`config.mk`:
```
export PLATFORM = sky130hd
export DESIGN_NAME = gb_cfg_axil_master
export DESIGN_NICKNAME = d
export VERILOG_FILES = /design/src/rtl/gb_cfg_pkg.sv /design/src/rtl/gb_cfg_axil_wr.sv /design/src/rtl/gb_cfg_axil_master.sv
export SDC_FILE = /design/constraint.sdc
export NUM_CORES = 1
export LEC_CHECK = 0
export ABC_AREA = 1
export BUFFER_PORTS_ARGS = -buffer_cell sky130_fd_sc_hd__buf_2
export CORE_ASPECT_RATIO = 1.25
export CORE_MARGIN = 8
export CORE_UTILIZATION = 53
export DETAILED_ROUTE_END_ITERATION = 8
export GPL_TIMING_DRIVEN = 0
export PLACE_DENSITY = 0.95
export SLEW_MARGIN = 10
export SYNTH_ARGS = -nofsm -noshare
export SYNTH_HDL_FRONTEND = slang
export SYNTH_HIERARCHICAL = 1
export SYNTH_SLANG_ARGS = --single-unit
```
`constraint.sdc`:
```
create_clock -name ap_clk -period 3.15 [get_ports ap_clk]
set_clock_uncertainty 0.15 [all_clocks]
set_input_delay 0.315 -clock ap_clk [delete_from_list [all_inputs] [get_ports ap_clk]]
set_output_delay 0.315 -clock ap_clk [all_outputs]
set_load 0.05 [all_outputs]
```
`src/rtl/gb_cfg_pkg.sv`:
```
// gb_cfg_pkg: shared constants and types for the Gaussian-blur config master.
//   - s_axi_config register map and AP_CTRL bit positions
//   - err_code encoding reported on the err_code output
//   - top-level FSM state encoding
package gb_cfg_pkg;

  // s_axi_config register map
  localparam int unsigned AddrApCtrl = 32'h00;
  localparam int unsigned AddrGie    = 32'h04;
  localparam int unsigned AddrIer    = 32'h08;

  // AP_CTRL bit positions
  localparam int unsigned ApStartBit = 0;
  localparam int unsigned ApDoneBit  = 1;
  localparam int unsigned ApIdleBit  = 2;

  // Values written by the init sequence
  localparam int unsigned GieValue     = 32'h1;
  localparam int unsigned IerValue     = 32'h3;
  localparam int unsigned ApStartValue = 32'h1 << ApStartBit;

  typedef enum logic [1:0] {
    ErrNone    = 2'd0,
    ErrBresp   = 2'd1,
    ErrRresp   = 2'd2,
    ErrTimeout = 2'd3
  } err_code_e;

  typedef enum logic [3:0] {
    StIdle,
    StWrGie,
    StWrIer,
    StWrStart,
    StRdAr,
    StRdR,
    StGap,
    StDone,
    StErr
  } state_e;

endpackage

```
`src/rtl/gb_cfg_axil_wr.sv`:
```
// gb_cfg_axil_wr: single AXI4-Lite write engine.
// While i_go is high, one write of i_data to i_addr is performed. AW and W are
// raised together and each drops independently after its own handshake; BREADY
// follows once both are accepted. o_ack pulses on the B handshake, with
// o_resp_err flagging a non-OKAY BRESP. The caller must drop i_go (or move to a
// new address) in the cycle after o_ack.
// Ports:
//   i_clk, i_rst_n            clock, async active-low reset
//   i_go, i_addr, i_data      write request (held for the whole write)
//   o_ack, o_resp_err         completion pulse and BRESP error flag
//   o_aw*, o_w*, i_b*/o_bready AXI4-Lite write channels
module gb_cfg_axil_wr #(
  parameter int unsigned ADDR_W = 5,
  parameter int unsigned DATA_W = 32
) (
  input  logic                  i_clk,
  input  logic                  i_rst_n,
  input  logic                  i_go,
  input  logic [ADDR_W-1:0]     i_addr,
  input  logic [DATA_W-1:0]     i_data,
  output logic                  o_ack,
  output logic                  o_resp_err,
  output logic                  o_awvalid,
  input  logic                  i_awready,
  output logic [ADDR_W-1:0]     o_awaddr,
  output logic                  o_wvalid,
  input  logic                  i_wready,
  output logic [DATA_W-1:0]     o_wdata,
  output logic [DATA_W/8-1:0]   o_wstrb,
  input  logic                  i_bvalid,
  output logic                  o_bready,
  input  logic [1:0]            i_bresp
);

  logic r_aw_done;
  logic r_w_done;
  logic w_ack;

  assign o_awvalid = i_go & ~r_aw_done;
  assign o_wvalid  = i_go & ~r_w_done;
  assign o_bready  = i_go & r_aw_done & r_w_done;
  assign w_ack     = o_bready & i_bvalid;

  assign o_ack      = w_ack;
  assign o_resp_err = w_ack & (i_bresp != 2'b00);

  // Address/data come straight from the caller's state, so they are stable
  // for as long as the matching VALID is high.
  assign o_awaddr = i_go ? i_addr : '0;
  assign o_wdata  = i_go ? i_data : '0;
  assign o_wstrb  = i_go ? '1 : '0;

  always_ff @(posedge i_clk or negedge i_rst_n) begin
    if (!i_rst_n) begin
      r_aw_done <= 1'b0;
      r_w_done  <= 1'b0;
    end else if (!i_go || w_ack) begin
      r_aw_done <= 1'b0;
      r_w_done  <= 1'b0;
    end else begin
      if (o_awvalid && i_awready) r_aw_done <= 1'b1;
      if (o_wvalid && i_wready)   r_w_done  <= 1'b1;
    end
  end

endmodule

```
`src/rtl/gb_cfg_axil_master.sv`:
```
// gb_cfg_axil_master: AXI4-Lite initiator for the Gaussian-blur s_axi_config
// slave. On cmd_start it optionally programs GIE/IER, writes ap_start, then
// polls AP_CTRL until ap_done (or a response error / poll timeout).
// Ports:
//   ap_clk, ap_rst_n          clock, async active-low reset
//   cmd_start, cmd_irq_en     run request and interrupt-enable option
//   busy, done, error         status (done is a pulse, error is sticky)
//   err_code, poll_count      error cause and AP_CTRL reads in this run
//   m_axi_*                   AXI4-Lite master channels
module gb_cfg_axil_master
  import gb_cfg_pkg::*;
#(
  parameter int unsigned ADDR_W   = 5,
  parameter int unsigned DATA_W   = 32,
  parameter int unsigned POLL_GAP = 4,
  parameter int unsigned POLL_MAX = 1000
) (
  input  logic                ap_clk,
  input  logic                ap_rst_n,
  input  logic                cmd_start,
  input  logic                cmd_irq_en,
  output logic                busy,
  output logic                done,
  output logic                error,
  output logic [1:0]          err_code,
  output logic [15:0]         poll_count,
  output logic                m_axi_AWVALID,
  input  logic                m_axi_AWREADY,
  output logic [ADDR_W-1:0]   m_axi_AWADDR,
  output logic                m_axi_WVALID,
  input  logic                m_axi_WREADY,
  output logic [DATA_W-1:0]   m_axi_WDATA,
  output logic [DATA_W/8-1:0] m_axi_WSTRB,
  input  logic                m_axi_BVALID,
  output logic                m_axi_BREADY,
  input  logic [1:0]          m_axi_BRESP,
  output logic                m_axi_ARVALID,
  input  logic                m_axi_ARREADY,
  output logic [ADDR_W-1:0]   m_axi_ARADDR,
  input  logic                m_axi_RVALID,
  output logic                m_axi_RREADY,
  input  logic [DATA_W-1:0]   m_axi_RDATA,
  input  logic [1:0]          m_axi_RRESP
);

  state_e              r_state;
  state_e              w_state_d;
  state_e              w_wr_next;
  logic [15:0]         r_poll_count;
  logic [15:0]         r_gap_cnt;
  logic                r_error;
  err_code_e           r_err_code;
  err_code_e           w_err_code;
  logic                w_set_err;
  logic                w_start_acc;
  logic                w_wr_go;
  logic [ADDR_W-1:0]   w_wr_addr;
  logic [DATA_W-1:0]   w_wr_data;
  logic                w_wr_ack;
  logic                w_wr_resp_err;
  logic                w_ar_hs;
  logic                w_gap_last;
  logic                w_unused_rdata;

  assign w_ar_hs        = m_axi_ARVALID & m_axi_ARREADY;
  assign w_gap_last     = ({16'd0, r_gap_cnt} + 32'd1) >= POLL_GAP;
  assign w_unused_rdata = ^m_axi_RDATA;

  gb_cfg_axil_wr #(
    .ADDR_W (ADDR_W),
    .DATA_W (DATA_W)
  ) u_wr (
    .i_clk      (ap_clk),
    .i_rst_n    (ap_rst_n),
    .i_go       (w_wr_go),
    .i_addr     (w_wr_addr),
    .i_data     (w_wr_data),
    .o_ack      (w_wr_ack),
    .o_resp_err (w_wr_resp_err),
    .o_awvalid  (m_axi_AWVALID),
    .i_awready  (m_axi_AWREADY),
    .o_awaddr   (m_axi_AWADDR),
    .o_wvalid   (m_axi_WVALID),
    .i_wready   (m_axi_WREADY),
    .o_wdata    (m_axi_WDATA),
    .o_wstrb    (m_axi_WSTRB),
    .i_bvalid   (m_axi_BVALID),
    .o_bready   (m_axi_BREADY),
    .i_bresp    (m_axi_BRESP)
  );

  always_comb begin
    w_state_d   = r_state;
    w_wr_next   = StIdle;
    w_wr_go     = 1'b0;
    w_wr_addr   = '0;
    w_wr_data   = '0;
    w_set_err   = 1'b0;
    w_err_code  = ErrNone;
    w_start_acc = 1'b0;

    unique case (r_state)
      // DONE/ERR last one cycle and are not busy, so a start is accepted there too.
      StIdle, StDone, StErr: begin
        w_state_d = StIdle;
        if (cmd_start) begin
          w_start_acc = 1'b1;
          w_state_d   = cmd_irq_en ? StWrGie : StWrStart;
        end
      end
      StWrGie: begin
        w_wr_go   = 1'b1;
        w_wr_addr = ADDR_W'(AddrGie);
        w_wr_data = DATA_W'(GieValue);
        w_wr_next = StWrIer;
      end
      StWrIer: begin
        w_wr_go   = 1'b1;
        w_wr_addr = ADDR_W'(AddrIer);
        w_wr_data = DATA_W'(IerValue);
        w_wr_next = StWrStart;
      end
      StWrStart: begin
        w_wr_go   = 1'b1;
        w_wr_addr = ADDR_W'(AddrApCtrl);
        w_wr_data = DATA_W'(ApStartValue);
        w_wr_next = StRdAr;
      end
      StRdAr: begin
        if (m_axi_ARREADY) w_state_d = StRdR;
      end
      StRdR: begin
        if (m_axi_RVALID) begin
          if (m_axi_RRESP != 2'b00) begin
            w_state_d  = StErr;
            w_set_err  = 1'b1;
            w_err_code = ErrRresp;
          end else if (m_axi_RDATA[ApDoneBit]) begin
            w_state_d = StDone;
          end else if ({16'd0, r_poll_count} >= POLL_MAX) begin
            w_state_d  = StErr;
            w_set_err  = 1'b1;
            w_err_code = ErrTimeout;
          end else if (POLL_GAP == 0) begin
            w_state_d = StRdAr;
          end else begin
            w_state_d = StGap;
          end
        end
      end
      StGap: begin
        if (w_gap_last) w_state_d = StRdAr;
      end
      default: w_state_d = StIdle;
    endcase

    // A failed write stops the sequence; nothing further is written.
    if (w_wr_go && w_wr_ack) begin
      if (w_wr_resp_err) begin
        w_state_d  = StErr;
        w_set_err  = 1'b1;
        w_err_code = ErrBresp;
      end else begin
        w_state_d = w_wr_next;
      end
    end
  end

  always_ff @(posedge ap_clk or negedge ap_rst_n) begin
    if (!ap_rst_n) begin
      r_state <= StIdle;
    end else begin
      r_state <= w_state_d;
    end
  end

  always_ff @(posedge ap_clk or negedge ap_rst_n) begin
    if (!ap_rst_n) begin
      r_poll_count <= '0;
      r_gap_cnt    <= '0;
      r_error      <= 1'b0;
      r_err_code   <= ErrNone;
    end else begin
      if (w_start_acc) begin
        r_poll_count <= '0;
      end else if (w_ar_hs && (r_poll_count != 16'hFFFF)) begin
        r_poll_count <= r_poll_count + 16'd1;
      end

      if (r_state == StGap) begin
        r_gap_cnt <= r_gap_cnt + 16'd1;
      end else begin
        r_gap_cnt <= '0;
      end

      if (w_start_acc) begin
        r_error    <= 1'b0;
        r_err_code <= ErrNone;
      end else if (w_set_err) begin
        r_error    <= 1'b1;
        r_err_code <= w_err_code;
      end
    end
  end

  assign m_axi_ARVALID = (r_state == StRdAr);
  assign m_axi_ARADDR  = ADDR_W'(AddrApCtrl);
  assign m_axi_RREADY  = (r_state == StRdR);

  assign busy       = !(r_state inside {StIdle, StDone, StErr});
  assign done       = (r_state == StDone);
  assign error      = r_error;
  assign err_code   = r_err_code;
  assign poll_count = r_poll_count;

endmodule

```
==> impl_metrics.yaml <==
worst_setup_path:
  path_buf_inv: 5
  cp-end-kind: "register"
  timing.rr.start: "r_state[2]"
  cp_max_fo: 6
  crit_chain: "nor2_1 > nand2_1 > inv_1 > buf_6 > nand4_2 > inv_1 > inv_1 > nor2_1 > inv_1 > or2_2 > o221ai_1 > nand2_1 > nand2_1"
  critPathKind: "reg -> reg"
  arrival_ns: 2.58
  cp.required_ns: 3.23
  slowest_stage: "dfrtp_1"
  critPathLaunch: "r_state[2]"
  crit_path_start_kind: "register"
  cp_top_family: "simple AND/OR/NAND/NOR gates"
  critPathMostFrequentCell: "inv_1"
  crit_path_max_incr_delay_ns: 0.43
die:
  initial_core_util: 0.550
  fp.dieH_um: 99.7
  num_rows: 30
  dieArea_sq_mm: 0.00827
  core_sq_mm: 0.00541
  die_w_um: 83.0
  io_pins: 117
logic_synthesis:
  synth-main-ff-cell: "dfrtp_1"
  async_flop_share: 1.00
  synth-edff-count: 0
  ys_seq_area_frac: 0.345
  syn_inst: 450
  synth_area_sq_mm: 0.00297
  yosys_warnings: 6
  syn_avg_cell_area_sq_um: 6.60
  ys_types: 36
  synth-seq-cells: 41
clock_tree:
  cts_buffers: 5
  clkTransAtPathRegs_ns: 0.08
  cts_tree: "built"
  cts_root_buf: "clkbuf_8"
  post_cts_buffers: 0
  cts_max_level: 2
  cts.sinks: 41
  cts_resized: 0
  clockBufferDepth: 2
  clk_latency_ns: 0.29
  hold_buffers: 0
global_routing:
  grt_pass1_wl_um: 13100
  track_usage: 0.183
  first_global_vias: 3101
  grt-ovfl-total: 0
  antenna_found_initial: 0
  grt_max_degree: 42
timing:
  period_share: 0.793
  setup_viol: 0
  period_needed_ns: 2.50
  finalHoldWorstSlack_ns: -0.00897
  worst_pin_slew_ns: 0.892
  hold_viol_final: 16
  maxSlewHeadroom: 0.405
  drv_slew: 0
  setup_tns_ns: 0
  fmax_ghz: 0.400
  rsz0062_at_grt: "no"
  setup_ws_ns: 0.652
outcome:
  violations: "negative hold slack"
  status: "finished, violations left"
power_and_ir_drop:
  peakVddDrop_uv: 366
  p_leak_nw: 2.18
  powerDensity_mw_per_mm2: 705
routing:
  wl_per_cell_um: 12.5
  ant_nets: 0
  viasPerCell: 5.08
  drc: 0
  finalWirelength_um: 7600
  via_count: 3081
  drtPass1Iterations: 5
  drt_iter0_drc: 225
layout:
  synthToLayoutAreaGrowth_pct: 18.7
  mostFrequentLayoutCell: "nand2_1"
  num_antenna_cells: 0
  drive_gt1_frac: 0.175
  stdcell_area_sq_mm: 0.00353
  fin_nets: 589
  layout_common_cells: "121 x nand2_1, 95 x inv_1, 52 x nor2_1"
placement:
  dp_hpwl_um: 5910
  port_buffers: 47
  place.gp.congestion: 0.928
  dpl_worst_slack_ns: 0.757
  postPlaceCellArea_sq_mm: 0.00342
flow_run:
  maxCapViolations: 0
hold_path:
  min_path_type: "in -> async"
through the flow:
stage	power, mW	std cells	util
floorplan	1.91	487	-
global placement	2.07	598	0.634
detailed placement	2.08	598	0.634
CTS	2.47	606	0.652
global route	2.61	606	0.652
finish	2.48	606	0.652
routing by layer:
| metal | vias to the layer above | part of all wire | global-route usage |
|---|---|---|---|
| met2 | 137 | 0.54 | 0.351 |
| met5 | - | 0 | 0 |
| met4 | 0 | 0.015 | 0.0678 |
| met3 | 19 | 0.064 | 0.0507 |
| met1 | 1403 | 0.38 | 0.180 |
| li1 | 1522 | - | - |
registers in the layout, indices dropped and copies added (netlist names):
name            cells
u_wr/r_aw_done      1
error               1
poll_count         16
r_gap_cnt          16
u_wr/r_w_done       1
err_code            2
r_state             4
cell families after synthesis:
group / Yosys count / share of synthesized area
flip-flops: 41 / 0.345
adder cells (fa/ha/maj): 3 / 0.0126
AO/OA/AOI/OAI: 35 / 0.0670
XOR/XNOR: 2 / 0.00590
other: 1 / 0.00126
AND/OR/NAND/NOR: 253 / 0.392
buffers and inverters: 115 / 0.176
cell usage after synthesis (2+ instances only):
| cell type | count | area share |
|---|---|---|
| a21oi_1 | 17 | 0.029 |
| buf_4 | 12 | 0.030 |
| buf_6 | 4 | 0.015 |
| clkbuf_1 | 2 | 0.0025 |
| dfrtp_1 | 41 | 0.35 |
| ha_1 | 3 | 0.013 |
| inv_1 | 95 | 0.12 |
| nand2_1 | 121 | 0.15 |
| nand2_2 | 6 | 0.013 |
| nand3_1 | 30 | 0.051 |
| nand3_2 | 3 | 0.010 |
| nand4_1 | 15 | 0.032 |
| nor2_1 | 52 | 0.066 |
| nor2_2 | 2 | 0.0042 |
| nor2_4 | 5 | 0.019 |
| nor3_1 | 9 | 0.015 |
| nor3_2 | 2 | 0.0067 |
| nor4_1 | 3 | 0.0063 |
| o211ai_1 | 2 | 0.0051 |
| o21ai_0 | 8 | 0.013 |
| o21bai_1 | 2 | 0.0051 |
| o221ai_1 | 2 | 0.0059 |
layout make-up:
type | instances | area, sq um
fillers | 455 | 1880
clock inverters | 1 | 5.00
inverters | 96 | 360
multi-input cells | 331 | 1560
plain buffers | 19 | 163
flip-flops and latches | 41 | 1030
repair buffers | 47 | 235
well taps | 64 | 80.1
clock buffers | 7 | 96.3
worst paths after layout:
check,to,slack [ns],depth (start not counted)
max,r_state[2],0.65,13
min,r_gap_cnt[1],-0.009,1
max reg2reg,r_state[2],0.65,13
min reg2reg,r_gap_cnt[0],0.36,1
max in group asynchronous,poll_count[11],2.29,1
min in group ap_clk,u_wr/r_aw_done,0.11,3
report_power, final:
group          switching, mW  leakage [nW]  total, mW  internal, mW
Combinational           1.22          1.55       1.53         0.306
Clock                  0.184        0.0542      0.382         0.198
Sequential            0.0261         0.569      0.575         0.549
(Power assumes the default switching activity.)
